===== src/rtl/axis_pkt_rr_arbiter.sv =====
// Packet-level round-robin arbiter and mux feeding one AXI-stream FIFO write port.
// A granted port keeps the grant until its tlast beat; output stage is a single register slice.
module axis_pkt_rr_arbiter #(
    parameter int PORTS      = 4,
    parameter int DATA_WIDTH = 8,
    parameter int KEEP_WIDTH = (DATA_WIDTH + 7) / 8,
    parameter int ID_WIDTH   = $clog2(PORTS)
) (
    input  logic                        s_axis_aclk,
    input  logic                        s_axis_aresetn,
    input  logic [PORTS-1:0]            s_axis_tvalid,
    output logic [PORTS-1:0]            s_axis_tready,
    input  logic [PORTS*DATA_WIDTH-1:0] s_axis_tdata,
    input  logic [PORTS*KEEP_WIDTH-1:0] s_axis_tkeep,
    input  logic [PORTS-1:0]            s_axis_tlast,
    output logic                        m_axis_tvalid,
    input  logic                        m_axis_tready,
    output logic [DATA_WIDTH-1:0]       m_axis_tdata,
    output logic [KEEP_WIDTH-1:0]       m_axis_tkeep,
    output logic                        m_axis_tlast,
    output logic [ID_WIDTH-1:0]         m_axis_tid,
    output logic                        busy,
    output logic [ID_WIDTH-1:0]         grant_index
);

    typedef enum logic {
        ST_IDLE   = 1'b0,
        ST_ACTIVE = 1'b1
    } state_t;

    state_t                  state_q;
    logic [ID_WIDTH-1:0]     grant_q;
    logic [ID_WIDTH-1:0]     grant_d;
    logic                    m_valid_q;
    logic [DATA_WIDTH-1:0]   m_data_q;
    logic [KEEP_WIDTH-1:0]   m_keep_q;
    logic                    m_last_q;
    logic [ID_WIDTH-1:0]     m_tid_q;

    logic                    out_ready;
    logic                    xfer;
    logic [DATA_WIDTH-1:0]   port_data [PORTS];
    logic [KEEP_WIDTH-1:0]   port_keep [PORTS];
    logic [DATA_WIDTH-1:0]   sel_data;
    logic [KEEP_WIDTH-1:0]   sel_keep;
    logic                    sel_valid;
    logic                    sel_last;

    // Search upward from the port after the last grant, wrapping modulo PORTS.
    function automatic logic [ID_WIDTH-1:0] rr_pick(
        input logic [PORTS-1:0]    req,
        input logic [ID_WIDTH-1:0] last
    );
        logic [ID_WIDTH-1:0] pick;
        logic [ID_WIDTH:0]   sum;
        logic                found;
        pick  = last;
        found = 1'b0;
        for (int k = 1; k <= PORTS; k++) begin
            sum = {1'b0, last} + (ID_WIDTH+1)'(k);
            if (sum >= (ID_WIDTH+1)'(PORTS)) begin
                sum = sum - (ID_WIDTH+1)'(PORTS);
            end
            if (!found && req[sum[ID_WIDTH-1:0]]) begin
                found = 1'b1;
                pick  = sum[ID_WIDTH-1:0];
            end
        end
        return pick;
    endfunction

    genvar gi;
    generate
        for (gi = 0; gi < PORTS; gi++) begin : g_port
            assign port_data[gi]     = s_axis_tdata[gi*DATA_WIDTH +: DATA_WIDTH];
            assign port_keep[gi]     = s_axis_tkeep[gi*KEEP_WIDTH +: KEEP_WIDTH];
            assign s_axis_tready[gi] = (state_q == ST_ACTIVE) && (grant_q == ID_WIDTH'(gi)) && out_ready;
        end
    endgenerate

    assign out_ready = !m_valid_q || m_axis_tready;
    assign sel_data  = port_data[grant_q];
    assign sel_keep  = port_keep[grant_q];
    assign sel_valid = s_axis_tvalid[grant_q];
    assign sel_last  = s_axis_tlast[grant_q];
    assign xfer      = (state_q == ST_ACTIVE) && sel_valid && out_ready;
    assign grant_d   = rr_pick(s_axis_tvalid, grant_q);

    always_ff @(posedge s_axis_aclk) begin
        if (!s_axis_aresetn) begin
            state_q   <= ST_IDLE;
            grant_q   <= ID_WIDTH'(PORTS - 1);
            m_valid_q <= 1'b0;
            m_data_q  <= '0;
            m_keep_q  <= '0;
            m_last_q  <= 1'b0;
            m_tid_q   <= '0;
        end else begin
            case (state_q)
                ST_IDLE: begin
                    if (|s_axis_tvalid) begin
                        grant_q <= grant_d;
                        state_q <= ST_ACTIVE;
                    end
                end
                ST_ACTIVE: begin
                    if (xfer && sel_last) begin
                        state_q <= ST_IDLE;
                    end
                end
                default: state_q <= ST_IDLE;
            endcase

            // Output slice: load on transfer, drain when the FIFO accepts.
            if (xfer) begin
                m_valid_q <= 1'b1;
                m_data_q  <= sel_data;
                m_keep_q  <= sel_keep;
                m_last_q  <= sel_last;
                m_tid_q   <= grant_q;
            end else if (m_axis_tready) begin
                m_valid_q <= 1'b0;
            end
        end
    end

    assign m_axis_tvalid = m_valid_q;
    assign m_axis_tdata  = m_data_q;
    assign m_axis_tkeep  = m_keep_q;
    assign m_axis_tlast  = m_last_q;
    assign m_axis_tid    = m_tid_q;
    assign busy          = (state_q == ST_ACTIVE);
    assign grant_index   = grant_q;

endmodule


===== config.mk =====
export PLATFORM = sky130hd
export DESIGN_NAME = axis_pkt_rr_arbiter
export DESIGN_NICKNAME = d
export VERILOG_FILES = /design/src/rtl/axis_pkt_rr_arbiter.sv
export SDC_FILE = /design/constraint.sdc
export NUM_CORES = 1
export LEC_CHECK = 0
export CAP_MARGIN = 10
export CELL_PAD_IN_SITES_DETAIL_PLACEMENT = 0
export CELL_PAD_IN_SITES_GLOBAL_PLACEMENT = 1
export CORE_UTILIZATION = 28
export CTS_CLUSTER_SIZE = 20
export DETAILED_ROUTE_END_ITERATION = 10
export PLACE_DENSITY = 0.77
export SYNTH_ARGS = -nofsm -noshare
export SYNTH_HDL_FRONTEND = slang
export SYNTH_SLANG_ARGS = --single-unit
export TNS_END_PERCENT = 30

===== constraint.sdc =====
create_clock -name s_axis_aclk -period 3.2 [get_ports s_axis_aclk]
set_input_delay 0.48 -clock s_axis_aclk [delete_from_list [all_inputs] [get_ports s_axis_aclk]]
set_output_delay 0.48 -clock s_axis_aclk [all_outputs]
set_load 0.05 [all_outputs]

# Word-level counts from Yosys, hierarchy flattened

Cells that the tools add are included.

Bits in registers: 16
Input port bits: 47
Output and inout bits: 20

Add/subtract/negate cells: 8
$lt $le $gt $ge: 10
Equal/unequal tests: 3
Muxes and demuxes: 34
Bitwise gates (word level): 2
Reduce and logical (&&, ||, !) cells: 24

Operators with widths:

| operator                                                   | count |
|---|---|
| binary-select mux 8 bit (select 2 bit)                     | 1 |
| two-way mux 2 bit                                          | 8 |
| two-way mux 8 bit                                          | 2 |
| >= comparator 3 bit, second input constant                 | 5 |
| less-than comparator 2 x 3 -> 1 bit, second input constant | 5 |
| two-way mux 1 bit                                          | 15 |
| binary-select mux 1 bit (select 2 bit)                     | 7 |
| logical AND 1 bit                                          | 14 |
| subtractor 2 x 1 -> 2 bit, second input constant           | 4 |
| adder 2 x 2 -> 3 bit, second input constant                | 2 |
| == test 2 bit, second input constant                       | 2 |
| logical NOT 1 bit                                          | 4 |
| nonzero test 4 bit                                         | 1 |
| OR reduction 4 bit                                         | 1 |
| adder 2 x 1 -> 3 bit, second input constant                | 1 |
| adder 2 x 3 -> 3 bit, second input constant                | 1 |
| inverter 2 -> 3 bit                                        | 1 |
| AND reduction 3 bit                                        | 1 |
| == test 2 x 1 -> 1 bit, second input constant              | 1 |
| logical NOT 2 bit                                          | 1 |
| case mux 1 bit (2 select lines)                            | 1 |
| nonzero test 2 bit                                         | 1 |
| logical OR 1 bit                                           | 1 |
| inverter 1 bit                                             | 1 |

# Depth between registers and ports, before layout

Depth after elaboration: 16
Mapped depth: 8

# Least setup slack after synthesis

Ideal clock, no wire load.

Kind: register to register
Start: reg grant_q[0] (netlist: grant_index[0])
End: reg grant_q[1] (netlist: grant_index[1])
Arrival time: 2.511 ns
Setup slack: 0.556 ns
Stages on the path, launching flop included: 9
Buffers on the path: 2
Clock period less this slack: 2.644 ns
Cells stage by stage: dfxtp_1 buf_4 buf_2 inv_1 ha_1 mux4_2 and3_1 a211oi_1 o31ai_1

Cells in the longest elaborated chain, start to end: 16

RTL lines:

| what                                                             | RTL line | RTL |
|---|---|---|
| start: declaration                                               | 32       | `logic [ID_WIDTH-1:0] grant_q;` |
| start signal: assignment                                         | 92       | `grant_q <= ID_WIDTH'(PORTS - 1);` |
| start signal: assignment                                         | 102      | `grant_q <= grant_d;` |
| adder 2 x 1 -> 3 bit                                             | 60       | `sum = {1'b0, last} + (ID_WIDTH+1)'(k);` |
| >= comparator 3 bit or subtractor 2 x 1 -> 2 bit (tied branches) | 61, 62   |  |
| two-way mux 2 bit                                                | 61       | `if (sum >= (ID_WIDTH+1)'(PORTS)) begin` |
| binary-select mux 1 bit (select 2 bit)                           | 64       | `if (!found && req[sum[ID_WIDTH-1:0]]) begin` |
| two-way mux 1 bit (implied by the code)                          | 64       |  |
| two-way mux 1 bit                                                | 64       |  |
| logical NOT 1 bit                                                | 64       |  |
| logical AND 1 bit                                                | 64       |  |
| two-way mux 1 bit                                                | 64       |  |
| logical NOT 1 bit                                                | 64       |  |
| logical AND 1 bit                                                | 64       |  |
| two-way mux 1 bit                                                | 64       |  |
| logical NOT 1 bit                                                | 64       |  |
| logical AND 1 bit                                                | 64       |  |
| nonzero test 4 bit (no line)                                     | n/a      |  |
| AND reduction 3 bit (no line)                                    | n/a      |  |

Several ways; a longest one is shown, not always the timed one. The select of a mux whose other input is x is not followed.
A chain may end at the register's enable or synchronous reset.

# Worst setup path after layout

Start: in m_axis_tready
End: out s_axis_tready[0]

Cells in the longest elaborated chain, start to end: 2

RTL lines:

| what               | RTL line | RTL |
|---|---|---|
| start: declaration | 17       | `input logic m_axis_tready,` |
| logical OR 1 bit   | 81       | `assign out_ready = !m_valid_q \|\| m_axis_tready;` |
| logical AND 1 bit  | 77       | `assign s_axis_tready[gi] = (state_q == ST_ACTIVE) && (grant_q == ID_WIDTH'(gi)) && out_ready;` |
| end: declaration   | 12       | `output logic [PORTS-1:0] s_axis_tready,` |

No other way between the ends.

==> results.rst <==
.. list-table::
   :header-rows: 1

   * - Metric
     - Value
   * - Setup TNS Final
     - 0 ns
   * - Final setup violating endpoints
     - 0
   * - Most Used Layer, Global Route
     - met2
   * - Area occupied by registers
     - 320 um^2
   * - Area of the multi-input gates
     - 782 um^2
   * - Vias in the first global route
     - ~1,000
   * - Hold path startpoint
     - m_axis_tdata[6]$_SDFFE_PN0P_
   * - Type of destination of the critical path
     - primary output
   * - Reg-to-reg endpoint
     - grant_index[1]$_SDFFE_PN1P_
   * - Startpoint types
     - primary input
   * - Pin count of the biggest net entering global routing
     - 24
   * - Met3 usage
     - under 10%
   * - Latest clock arrival within the worst-skew pair
     - 0.25 ns
   * - Cells along the critical path
     - clkdlybuf4s50_1, nand2b_1, and3_1, clkdlybuf4s50_1
   * - Source of the critical timing path
     - m_axis_tready
   * - Result of the run
     - finished clean
   * - Post-Route Skew
     - around 0.00054 ns
   * - Worst rel slew slack
     - roughly 60%
   * - Pins over their slew limit
     - 0
   * - Global route total overflow
     - 0
   * - Minimum setup slack after placement
     - roughly 0.63 ns
   * - Worst IR Drop VDD
     - around 0.5 mV
   * - Max Freq
     - slightly below 0.4 GHz
   * - X dimension of the die
     - around 67 um
   * - RSZ-0062 raised after global routing
     - false
   * - Total via count after detailed routing
     - approximately 1,000
   * - Syn_nets
     - between 150 and 200
   * - Static Leakage
     - approximately 0.72 nW
   * - Worst Reg2Reg Path Length in Cells
     - 5
   * - Fin. Hold Viols
     - 0
   * - Worst Hold End
     - m_axis_tdata[6]$_SDFFE_PN0P_
   * - Count of TritonRoute iterations in the first routing pass
     - 4
   * - Starting Density
     - 29.4%
   * - Hold-fix buffers, CTS
     - 0
   * - Peak per-stage delay on the critical path
     - just under 0.8 ns
   * - Cts repair resizes
     - 0
   * - FP Rows
     - 23
   * - Number of buffers and inverters on the critical path
     - 2
   * - Portion of the post-synthesis area used by sequential elements
     - a little over a quarter
   * - Clock tree root buffer cell
     - sky130_fd_sc_hd__clkbuf_8
   * - Grt met1 use
     - between 20% and 30%
   * - Share of the clock period used by the worst path
     - around 80%
   * - Count of antenna-violating nets left after detailed routing
     - 0
   * - Number of buffers between clock root and the deepest sink
     - 2
   * - Number of fillers in the final layout
     - 377
   * - Path category of the worst min-delay check
     - flop to flop
   * - Start of the worst register-to-register path
     - grant_index[0]$_SDFFE_PN1P_
   * - CP Max Fanout
     - 6
   * - PortBufs
     - 66
   * - Proportion of layout cells with a drive suffix above 1
     - between 10 and 15%
   * - Final net count
     - about 220
   * - Remaining design rule violation count
     - 0
   * - Top Family by Delay on Critical Path
     - buffers and inverters
   * - Worst-margin pin slew
     - between 0.5 and 0.6 ns
   * - Detailed Route WL
     - between 3000 and 4000 um
   * - Weighted congestion at the end of routability-driven global placement
     - 0.770
   * - Average instance area after synthesis
     - between 10 and 15 um^2
   * - Register-to-register setup slack
     - 1.24 ns
   * - Floorplan Core Area
     - 4000 um^2
   * - Height of the die
     - 66.8 um
   * - Post-layout worst setup margin
     - 0.633 ns
   * - Endpoint arrival time on the critical path
     - between 2 and 2.5 ns
   * - Global-route wire length before repair
     - ~5000 um
   * - Clock Pin Slew Worst Setup and Hold Paths
     - 0.07 ns
   * - Boundary Pins
     - 67
   * - Detailed router's first-iteration violation count
     - 18
   * - DP HPWL
     - ~2500 um
   * - Global routing usage summed across all routing layers
     - 15.0%
   * - Post-CTS Setup Repair Bufs
     - 0
   * - Clock tree from TritonCTS
     - yes
   * - Power Density
     - roughly 710 nW/um^2
   * - Total clock buffers created by CTS
     - 3
   * - Area growth from synthesis to final layout
     - 60.4%
   * - Number of antenna violations at the first check in global routing
     - 0
   * - Yosys Warn Count
     - 0
   * - Hold depth
     - 2
   * - Crit Path Class
     - primary input to primary output
   * - Count of state elements after synthesis
     - 16
   * - Post-synth cell types
     - 28
   * - Post-Synthesis Cells
     - 103
   * - Data required, critical path
     - 2.72 ns
   * - H-tree lvl count
     - 1
   * - Syn Std Cell Area
     - around 1200 um^2
   * - Vias per inst
     - between 4 and 5
   * - Full die area
     - 4460 um^2
   * - CTS sink count
     - 16
   * - Post-detailed-route wirelength per cell
     - about 15 um
   * - Slowest cell on the critical path
     - sky130_fd_sc_hd__clkdlybuf4s50_1
   * - Routing usage on met2
     - roughly a quarter
   * - Antenna cell count
     - 0
   * - Cell repeated most along the worst path
     - sky130_fd_sc_hd__clkdlybuf4s50_1
   * - Clock period minus final worst setup slack
     - 2.57 ns
   * - Max-capacitance violation count
     - 0
## cell usage after synthesis, drive strengths merged
cell	count	share of area, %
and2	1	0.75
a21boi	1	0.64
o2bb2ai	1	0.75
and3	6	3.6
nor3	3	1.3
mux2i	14	12
o21a	1	0.64
mux4	14	27
mux2	1	0.96
o21ai	1	0.43
a211oi	2	1.3
inv	2	0.64
ha	4	4.3
nor4	1	0.53
nor2b	13	6.9
o221a	1	0.96
nor2	2	0.64
buf	5	4.3
nand2b	2	1.1
a21oi	2	0.85
nand2	5	1.6
clkbuf	4	1.3
o31ai	1	0.64
dfxtp	16	27
## layout by cell type, fill, tap and decap left out
cell and count:
sky130_fd_sc_hd__and3_4 1, sky130_fd_sc_hd__nor4_1 1, sky130_fd_sc_hd__nand2_1 5, sky130_fd_sc_hd__and3_1 5, sky130_fd_sc_hd__nor3_1 3, sky130_fd_sc_hd__o21ai_1 1
sky130_fd_sc_hd__a21boi_0 1, sky130_fd_sc_hd__o221a_2 1, sky130_fd_sc_hd__clkdlybuf4s50_1 64, sky130_fd_sc_hd__nor2_1 2, sky130_fd_sc_hd__clkbuf_8 3, sky130_fd_sc_hd__inv_1 2
sky130_fd_sc_hd__a211oi_1 2, sky130_fd_sc_hd__dfxtp_1 16, sky130_fd_sc_hd__ha_1 4, sky130_fd_sc_hd__mux2_1 1, sky130_fd_sc_hd__and2_4 1, sky130_fd_sc_hd__o2bb2ai_1 1
sky130_fd_sc_hd__mux2i_1 14, sky130_fd_sc_hd__o21a_1 1, sky130_fd_sc_hd__buf_4 4, sky130_fd_sc_hd__nand2b_1 2, sky130_fd_sc_hd__a21oi_1 2, sky130_fd_sc_hd__nor2b_1 13
sky130_fd_sc_hd__o31ai_1 1, sky130_fd_sc_hd__mux4_2 14
## how the worst max path moves through the flow
stage,to,depth (start not counted)
floorplan,grant_index[1]$_SDFFE_PN1P_,8
global placement,s_axis_tready[0],4
detailed placement,s_axis_tready[2],4
CTS,s_axis_tready[0],4
global route,s_axis_tready[0],4
finish,s_axis_tready[0],4
## metrics by stage
stage	power (mW)	area [um^2]	std cells	hold slack, ns	util (%)
after floorplan	0.956	1170	103	0.743	-
final	1.33	1880	215	0.516	47.1
after detailed placement	1.19	1840	212	0.504	46.1
after global routing	1.41	1880	215	0.544	47.1
after global placement	1.17	1840	212	0.501	46.1
after CTS	1.35	1880	215	0.521	47.1
## logic make-up (layout without fill, tap and decap cells)
family / count (synthesis) / in the layout / synth area share, %
flops: 16 / 16 / 27.3
fa+ha+maj: 4 / 4 / 4.26
mux: 29 / 29 / 39.7
simple gates: 33 / 33 / 16.4
buf+inv: 11 / 73 / 6.18
compound gates: 10 / 10 / 6.18
## state kept, by name (all words and copies together), names as in the netlist
register,flops
grant_index,2
busy,1
m_axis_tkeep,1
m_axis_tlast,1
m_axis_tvalid,1
m_axis_tid,2
m_axis_tdata,8
## power breakdown
part | internal (mW) | total [mW] | leakage (nW) | switching [mW]
Combinational | 0.402 | 0.882 | 0.569 | 0.481
Clock | 0.0836 | 0.158 | 0.0216 | 0.0742
Sequential | 0.251 | 0.290 | 0.131 | 0.0388
Total | 0.736 | 1.33 | 0.722 | 0.594
## worst reg2reg max path: stages, from the launching register on
cell                       delay (ns)
sky130_fd_sc_hd__dfxtp_1         0.34
sky130_fd_sc_hd__buf_4           0.36
sky130_fd_sc_hd__mux4_2          0.62
sky130_fd_sc_hd__and3_1          0.21
sky130_fd_sc_hd__a211oi_1        0.21
sky130_fd_sc_hd__o31ai_1         0.10
## layout make-up
class,count,share of cell area (%)
flip-flops and latches,16,17.0
clock buffers,3,2.19
repair buffers,68,35.6
inverters,2,0.398
well taps,50,3.32
multi-input cells,76,41.5
## layer usage
layer | share of wire, % | wire length, um
met1 | 43 | 1400
met2 | 51 | 1670
met3 | 4.9 | 159
met4 | 0.83 | 27
met5 | 0 | 0
Power figures use the tool's default switching activity.
